[src/rtl/mem_pkg.sv]
// mem_pkg: shared types and constants for the ARM memory stage.
//   mem_state_t : SRAM access FSM states.
//   DATA_W      : datapath width.
//   REG_ADDR_W  : register-file index width.
//   CNT_W       : wait-cycle counter width (covers WAIT_CYCLES up to 15).
//   word_offset : byte address -> word offset relative to a base address.
package mem_pkg;

    localparam int unsigned DATA_W     = 32;
    localparam int unsigned REG_ADDR_W = 4;
    localparam int unsigned CNT_W      = 4;

    typedef enum logic [1:0] {
        IDLE,
        ACCESS,
        DONE
    } mem_state_t;

    function automatic logic [DATA_W-1:0] word_offset(input logic [DATA_W-1:0] byte_addr,
                                                      input logic [DATA_W-1:0] base_addr);
        return (byte_addr - base_addr) >> 2;
    endfunction

endpackage

[src/rtl/sram_ctrl.sv]
// sram_ctrl: fixed-latency single-port SRAM access sequencer.
// Owns the access FSM, wait counter, address/write-data latches and the
// registered load data. Stalls the pipeline through freeze_o while busy.
//
// Optional build macro: MEM_ALIGN_CHECK_EN adds align_err_o and suppresses
// accesses whose byte address is not word aligned.
//
// Ports:
//   clk, rst       : clock, synchronous active-high reset
//   rd_req_i       : load request
//   wr_req_i       : store request (wins over rd_req_i)
//   addr_i         : effective byte address
//   wdata_i        : store data
//   sram_rdata_i   : SRAM read data
//   sram_addr_o    : SRAM word address
//   sram_wdata_o   : SRAM write data
//   sram_we_o      : SRAM write strobe
//   sram_re_o      : SRAM read strobe
//   freeze_o       : pipeline stall request
//   rdata_o        : registered load data
//   align_err_o    : misaligned request flag (MEM_ALIGN_CHECK_EN only)
module sram_ctrl
    import mem_pkg::*;
#(
    parameter int unsigned      WAIT_CYCLES = 4,
    parameter logic [31:0]      BASE_ADDR   = 32'd1024,
    parameter int unsigned      ADDR_W      = 16
) (
    input  logic              clk,
    input  logic              rst,
    input  logic              rd_req_i,
    input  logic              wr_req_i,
    input  logic [DATA_W-1:0] addr_i,
    input  logic [DATA_W-1:0] wdata_i,
    input  logic [DATA_W-1:0] sram_rdata_i,
    output logic [ADDR_W-1:0] sram_addr_o,
    output logic [DATA_W-1:0] sram_wdata_o,
    output logic              sram_we_o,
    output logic              sram_re_o,
`ifdef MEM_ALIGN_CHECK_EN
    output logic              align_err_o,
`endif
    output logic              freeze_o,
    output logic [DATA_W-1:0] rdata_o
);

    if (WAIT_CYCLES < 1 || WAIT_CYCLES > 15) begin : gen_bad_wait_cycles
        $error("sram_ctrl: WAIT_CYCLES must be in 1..15");
    end

    mem_state_t        state_q, state_d;
    logic [CNT_W-1:0]  cnt_q, cnt_d;
    logic [ADDR_W-1:0] addr_q, addr_d;
    logic [DATA_W-1:0] wdata_q, wdata_d;
    logic              we_q, we_d;
    logic              re_q, re_d;
    logic [DATA_W-1:0] rdata_q, rdata_d;

    logic              req;
    logic              issue;
    logic [ADDR_W-1:0] addr_word;

    assign req       = rd_req_i | wr_req_i;
    assign addr_word = ADDR_W'(word_offset(addr_i, BASE_ADDR));

`ifdef MEM_ALIGN_CHECK_EN
    logic misaligned;
    assign misaligned = |addr_i[1:0];
    assign issue      = req & ~misaligned;
`else
    // Low address bits are simply dropped by the word conversion.
    assign issue      = req;
`endif

    always_comb begin
        state_d  = state_q;
        cnt_d    = cnt_q;
        addr_d   = addr_q;
        wdata_d  = wdata_q;
        we_d     = we_q;
        re_d     = re_q;
        rdata_d  = rdata_q;
        freeze_o = 1'b0;
`ifdef MEM_ALIGN_CHECK_EN
        align_err_o = 1'b0;
`endif

        unique case (state_q)
            IDLE: begin
                // Stall the same cycle the request arrives so upstream holds it.
                freeze_o = issue;
                if (issue) begin
                    addr_d  = addr_word;
                    wdata_d = wdata_i;
                    we_d    = wr_req_i;
                    re_d    = rd_req_i & ~wr_req_i;
                    cnt_d   = CNT_W'(1);
                    state_d = ACCESS;
                end
`ifdef MEM_ALIGN_CHECK_EN
                if (req && misaligned) begin
                    align_err_o = 1'b1;
                    rdata_d     = '0;
                end
`endif
            end
            ACCESS: begin
                freeze_o = 1'b1;
                if (cnt_q == CNT_W'(WAIT_CYCLES)) begin
                    if (re_q) begin
                        rdata_d = sram_rdata_i;
                    end
                    we_d    = 1'b0;
                    re_d    = 1'b0;
                    state_d = DONE;
                end else begin
                    cnt_d = cnt_q + CNT_W'(1);
                end
            end
            DONE: begin
                // Upstream advances at this edge; the stale instruction still
                // on the inputs must not be re-issued, so return to IDLE blindly.
                state_d = IDLE;
            end
            default: begin
                state_d = IDLE;
            end
        endcase
    end

    always_ff @(posedge clk) begin
        if (rst) begin
            state_q <= IDLE;
            cnt_q   <= '0;
            addr_q  <= '0;
            wdata_q <= '0;
            we_q    <= 1'b0;
            re_q    <= 1'b0;
            rdata_q <= '0;
        end else begin
            state_q <= state_d;
            cnt_q   <= cnt_d;
            addr_q  <= addr_d;
            wdata_q <= wdata_d;
            we_q    <= we_d;
            re_q    <= re_d;
            rdata_q <= rdata_d;
        end
    end

    assign sram_addr_o  = addr_q;
    assign sram_wdata_o = wdata_q;
    assign sram_we_o    = we_q;
    assign sram_re_o    = re_q;
    assign rdata_o      = rdata_q;

endmodule

[src/rtl/mem_stage.sv]
// mem_stage: memory stage of the 32-bit ARM pipeline. Issues loads/stores to
// a fixed-latency SRAM via sram_ctrl, stalls upstream with FREEZE while an
// access is in flight and forwards write-back controls to the MEM/WB register.
//
// Optional build macro: MEM_ALIGN_CHECK_EN adds ALIGN_ERR; misaligned memory
// requests are dropped and their write-back is suppressed.
//
// Ports:
//   clk, rst      : clock, synchronous active-high reset
//   WB_EN_IN      : write-back enable from EXE/MEM
//   MEM_R_EN_IN   : load request
//   MEM_W_EN_IN   : store request
//   ALU_RES_IN    : effective byte address or ALU result
//   VAL_RM_IN     : store data
//   DEST_IN       : destination register
//   SRAM_RDATA    : SRAM read data
//   WB_EN_OUT     : write-back enable to MEM/WB (masked while stalled)
//   MEM_R_EN_OUT  : load select at write-back (pass-through)
//   ALU_RES_OUT   : ALU result (pass-through)
//   MEM_RES_OUT   : registered load data
//   DEST_OUT      : destination register (pass-through)
//   FREEZE        : pipeline stall request
//   SRAM_*        : SRAM word address, write data, write/read strobes
//   ALIGN_ERR     : misaligned request flag (MEM_ALIGN_CHECK_EN only)
module mem_stage
    import mem_pkg::*;
#(
    parameter int unsigned WAIT_CYCLES = 4,
    parameter logic [31:0] BASE_ADDR   = 32'd1024,
    parameter int unsigned ADDR_W      = 16
) (
    input  logic                  clk,
    input  logic                  rst,
    input  logic                  WB_EN_IN,
    input  logic                  MEM_R_EN_IN,
    input  logic                  MEM_W_EN_IN,
    input  logic [DATA_W-1:0]     ALU_RES_IN,
    input  logic [DATA_W-1:0]     VAL_RM_IN,
    input  logic [REG_ADDR_W-1:0] DEST_IN,
    input  logic [DATA_W-1:0]     SRAM_RDATA,
    output logic                  WB_EN_OUT,
    output logic                  MEM_R_EN_OUT,
    output logic [DATA_W-1:0]     ALU_RES_OUT,
    output logic [DATA_W-1:0]     MEM_RES_OUT,
    output logic [REG_ADDR_W-1:0] DEST_OUT,
`ifdef MEM_ALIGN_CHECK_EN
    output logic                  ALIGN_ERR,
`endif
    output logic                  FREEZE,
    output logic [ADDR_W-1:0]     SRAM_ADDR,
    output logic [DATA_W-1:0]     SRAM_WDATA,
    output logic                  SRAM_WE,
    output logic                  SRAM_RE
);

    sram_ctrl #(
        .WAIT_CYCLES (WAIT_CYCLES),
        .BASE_ADDR   (BASE_ADDR),
        .ADDR_W      (ADDR_W)
    ) u_sram_ctrl (
        .clk          (clk),
        .rst          (rst),
        .rd_req_i     (MEM_R_EN_IN),
        .wr_req_i     (MEM_W_EN_IN),
        .addr_i       (ALU_RES_IN),
        .wdata_i      (VAL_RM_IN),
        .sram_rdata_i (SRAM_RDATA),
        .sram_addr_o  (SRAM_ADDR),
        .sram_wdata_o (SRAM_WDATA),
        .sram_we_o    (SRAM_WE),
        .sram_re_o    (SRAM_RE),
`ifdef MEM_ALIGN_CHECK_EN
        .align_err_o  (ALIGN_ERR),
`endif
        .freeze_o     (FREEZE),
        .rdata_o      (MEM_RES_OUT)
    );

    // Write-back is only released once the access has completed.
`ifdef MEM_ALIGN_CHECK_EN
    assign WB_EN_OUT = WB_EN_IN & ~FREEZE & ~ALIGN_ERR;
`else
    assign WB_EN_OUT = WB_EN_IN & ~FREEZE;
`endif

    assign MEM_R_EN_OUT = MEM_R_EN_IN;
    assign ALU_RES_OUT  = ALU_RES_IN;
    assign DEST_OUT     = DEST_IN;

endmodule
[config.mk]
export PLATFORM = sky130hd
export DESIGN_NAME = mem_stage
export DESIGN_NICKNAME = d
export VERILOG_FILES = /design/src/rtl/mem_pkg.sv /design/src/rtl/sram_ctrl.sv /design/src/rtl/mem_stage.sv
export SDC_FILE = /design/constraint.sdc
export NUM_CORES = 1
export LEC_CHECK = 0
export CAP_MARGIN = 30
export CORE_MARGIN = 1.5
export CORE_UTILIZATION = 34
export DETAILED_ROUTE_END_ITERATION = 8
export MAX_ROUTING_LAYER = met4
export PLACE_DENSITY = 0.79
export SLEW_MARGIN = 40
export SYNTH_ARGS = -nofsm -noshare
export SYNTH_HDL_FRONTEND = slang
export SYNTH_SLANG_ARGS = --single-unit
export TNS_END_PERCENT = 20
[constraint.sdc]
create_clock -name clk -period 4.3 [get_ports clk]
set_input_delay 0.86 -clock clk [delete_from_list [all_inputs] [get_ports clk]]
set_output_delay 0.86 -clock clk [all_outputs]
set_load 0.05 [all_outputs]
==> metrics list <==
- Leak pwr: 1.95 nW
- Filler Cell Count: 885
- In this run the deepest clock path goes through 2 buffers.
- After floorplanning, the core was divided into 36 placement rows.
- The first global-routing pass estimated 15,000 microns of wire.
- Post-placement cell area: 5210 sq um
* Die W: 104 microns
* Placer Congestion: 0.799
- Total power: 0.00192 W
- Number of hold-repair buffers added at the cts stage: 0
- Post-CTS timing repair inserted 0 buffers for setup.
- Layout area overhead: 54.6%
- Count of TritonRoute iterations in the first routing pass: 6
- Total Neg Setup Slack: 0 ns
* Hold violation count in the final report: 0
- The later pin in the worst-skew pair is clocked with a latency of 0.35 ns.
- The tree built by TritonCTS fans out to 88 sinks.
- CP dominant cell by count: sky130_fd_sc_hd__clkdlybuf4s50_1
- Switch Pwr: 0.000602 W
- Tightest slew margin relative to the limit: 56.3%
- Registers take 1760 sq um.
- The HPWL after detailed placement is 6860 microns.
* Peak per-stage delay on the critical path: 0.87 ns
- Shortest period the worst path allows: 3.56 ns
* Final nets: 683
- Cells fill 54.8% of the core in the end.
* Count of inserted antenna diode cells: 0
* Final setup fails: 0
* Fin crit share: 82.7%
- The largest total area in the synthesized netlist belongs to sky130_fd_sc_hd__dfxtp_1.
- Post-synthesis cell count: 440
- In the routed design, unresolved DRC markers number 0.
- Of the total power, the share spent switching nets is 31.4%.
- For the pin with the worst max-slew slack, the measured transition is 0.655 ns.
* Starting utilization of the core area: 35.5%
- Input and output buffers added on the ports amount to 185.
- Fmax: 0.281 GHz
- The run finished with clean final reports.
- Tot GR Track Use: 17.5%
* Die outline area: 10,900 sq um
* Critical path required time: 3.44 ns
* Min-delay worst type: reg2reg
- Of all nets on the critical path, the largest fanout is 5.
* CP max stage cell: sky130_fd_sc_hd__clkdlybuf4s50_1
- The total overflow left after global routing is 0.
* Sequential fraction of design power: 45.7%
* H-tree depth: 3
- Ordered cell list for the critical path: clkdlybuf4s50_1 > nor3_1 > nor2_1 > nor2b_1 > clkdlybuf4s50_1
- Proportion of synthesized chip area in sequential cells: 50.4%
* Seq cells post-synth: 88
- The critical path contains buffers and inverters numbering 2 combined.
- TritonCTS built the clock tree.
- Most used DFF post-synth: sky130_fd_sc_hd__dfxtp_1
* Multi-input combinational cell area: 1360 sq um
- Wire length after detailed routing: 9480 microns
* Per-instance average area after synthesis: 7.95 sq um
* Part of the power in combinational logic: 24.2%
- Per report_power, the clock group accounts for 30.1% of the total.
- Among cell families on the critical path, the largest total delay comes from buffers and inverters.
* Synth warnings: 0
- For this design the ratio of total power to cell area is 354 nW/um^2.
- Number of nets still failing antenna checks after routing: 0
- Counting distinct cell types in the post-synthesis netlist gives 31.
- The via count of the first global-routing pass was 3,150.
* Clock-pin slew of the registers on the worst-case setup and hold paths: 0.08 ns
- Share of post-route cells with drive strength above 1: 4.66%
* Chip Height: 104 microns
- Post-route design area: 5410 sq um
- Setup repair after global routing left no endpoint under its margin.
* Core Box Area: 9860 sq um
- Most numerous cell types in the synthesized netlist: sky130_fd_sc_hd__nand2_1 (150), sky130_fd_sc_hd__dfxtp_1 (88), sky130_fd_sc_hd__a21oi_1 (74)
* Total CTS buffers: 9
* Post-detailed-route wirelength per cell: 13.3 microns
- Critical Path Start Type: input port
- Number of antenna violations at the first check in global routing: 0
* Final Skew: 0.0121 ns
- Largest net degree at the start of global routing: 60
- Cell internal power was estimated by the tool at 0.00132 W.
* Number of pins exceeding their max-slew limit in the final report: 0
* Total of max-cap violations: 0
- After the first detailed-routing iteration, the DRC count stood at 85.
- The synthesized design contains 0 enable-type register cells.
- Critical Path AT: 2.70 ns
- Area share of the leading cell type in the synthesized netlist: 50.4%
- Quantity of gates resized following cts: 0
* Clock Tree Root: sky130_fd_sc_hd__clkbuf_8
- STA classifies the critical path endpoint as an output pin.
* Setup CP Type: in2out
* Async set-reset flop share out of synthesis: 0%
- Via density per instance: 4.64
* Synthesized cell area: 3500 sq um
- DR vias: 3,310
- Leading post-synthesis cells by cell area: sky130_fd_sc_hd__dfxtp_1 (50%), sky130_fd_sc_hd__nand2_1 (16%), sky130_fd_sc_hd__a21oi_1 (11%)
* Peak ir drop on the vdd network: 0.000166 V
- For this design the top-level I/O count stands at 226.
- Most frequent cell after synthesis: sky130_fd_sc_hd__nand2_1
- Counting every net in the synthesized netlist gives 548.
through the flow:
step	std cells	hold slack, ns	setup WS (ns)
2_1_floorplan	440	0.494	1.43
3_3_place_gp	695	0.441	0.781
3_5_place_dp	697	0.446	0.730
4_1_cts	713	0.458	0.734
5_1_grt	713	0.470	0.672
6_report	713	0.454	0.744
logic make-up (layout without fill, tap and decap cells):
logic type	after synthesis	count (layout)	synth area share, %
and+or+nand+nor	186	186	21.6
AOI/OAI and AO/OA	88	88	13.6
DFF	88	88	50.4
buffers and inverters	68	208	11.6
xor gates and xnor gates	7	7	1.75
adders and majority gates	3	3	1.07
per-layer routing:
layer | wire length (microns) | up-vias | global-route usage [%]
li1 | - | 1657 | -
met1 | 4070 | 1506 | 20.7
met2 | 4650 | 128 | 29.1
met3 | 580 | 19 | 3.32
met4 | 180 | 0 | 7.44
met5 | 0 | - | -
worst paths after layout:
check / from / to / slack [ns] / depth (start not counted)
worst min register to register: u_sram_ctrl.sram_wdata_o[16] / u_sram_ctrl.sram_wdata_o[16] / 0.45 / 2
worst max-delay path: MEM_W_EN_IN / WB_EN_OUT / 0.74 / 5
worst max register to register: u_sram_ctrl.cnt_q[0] / u_sram_ctrl.rdata_o[23] / 2.47 / 6
worst min-delay path: u_sram_ctrl.sram_wdata_o[16] / u_sram_ctrl.sram_wdata_o[16] / 0.45 / 2
power groups by stage:
stage          Clock [W]  Sequential, W  Combinational [W]
3_3_place_gp           0       0.000893           0.000449
2_1_floorplan          0        0.00102           0.000191
6_report        0.000576       0.000877           0.000464
3_5_place_dp           0       0.000896           0.000467
5_1_grt         0.000634       0.000882           0.000493
4_1_cts         0.000603       0.000877           0.000469
layout by cell type, fill, tap and decap left out, drive strengths merged, types with 3 or more instances in the layout:
master,instances
nor3,6
clkdlybuf4s50,184
buf,4
a211oi,8
nand3,4
xnor2,3
nor2,16
nand2,150
inv,8
a21oi,74
xor2,4
ha,3
dfxtp,88
clkbuf,9
worst register-to-register path, cell delays in order, from the launching register on:
cell	delay (ns)
sky130_fd_sc_hd__dfxtp_1	0.36
sky130_fd_sc_hd__inv_1	0.07
sky130_fd_sc_hd__ha_1	0.15
sky130_fd_sc_hd__and3b_1	0.25
sky130_fd_sc_hd__nand3_2	0.53
sky130_fd_sc_hd__nand2_1	0.24
sky130_fd_sc_hd__a21oi_1	0.10
sequential cells by signal, indices dropped and copies added, names as in the netlist:
signal and count:
u_sram_ctrl.sram_addr_o 16, u_sram_ctrl.sram_wdata_o 32, u_sram_ctrl.cnt_q 4, u_sram_ctrl.rdata_o 32, u_sram_ctrl.sram_we_o 1, u_sram_ctrl.sram_re_o 1
u_sram_ctrl.state_q 2
final cells by class:
cell class / instances / area share (%)
timing repair buffer: 188 / 35.3
inverter: 4 / 0.278
tap: 133 / 3.08
clock buffer: 9 / 2.29
multi-input combinational: 284 / 25.1
sequential: 88 / 32.6
clock inverter: 7 / 1.39
Power figures use the tool's default switching activity.
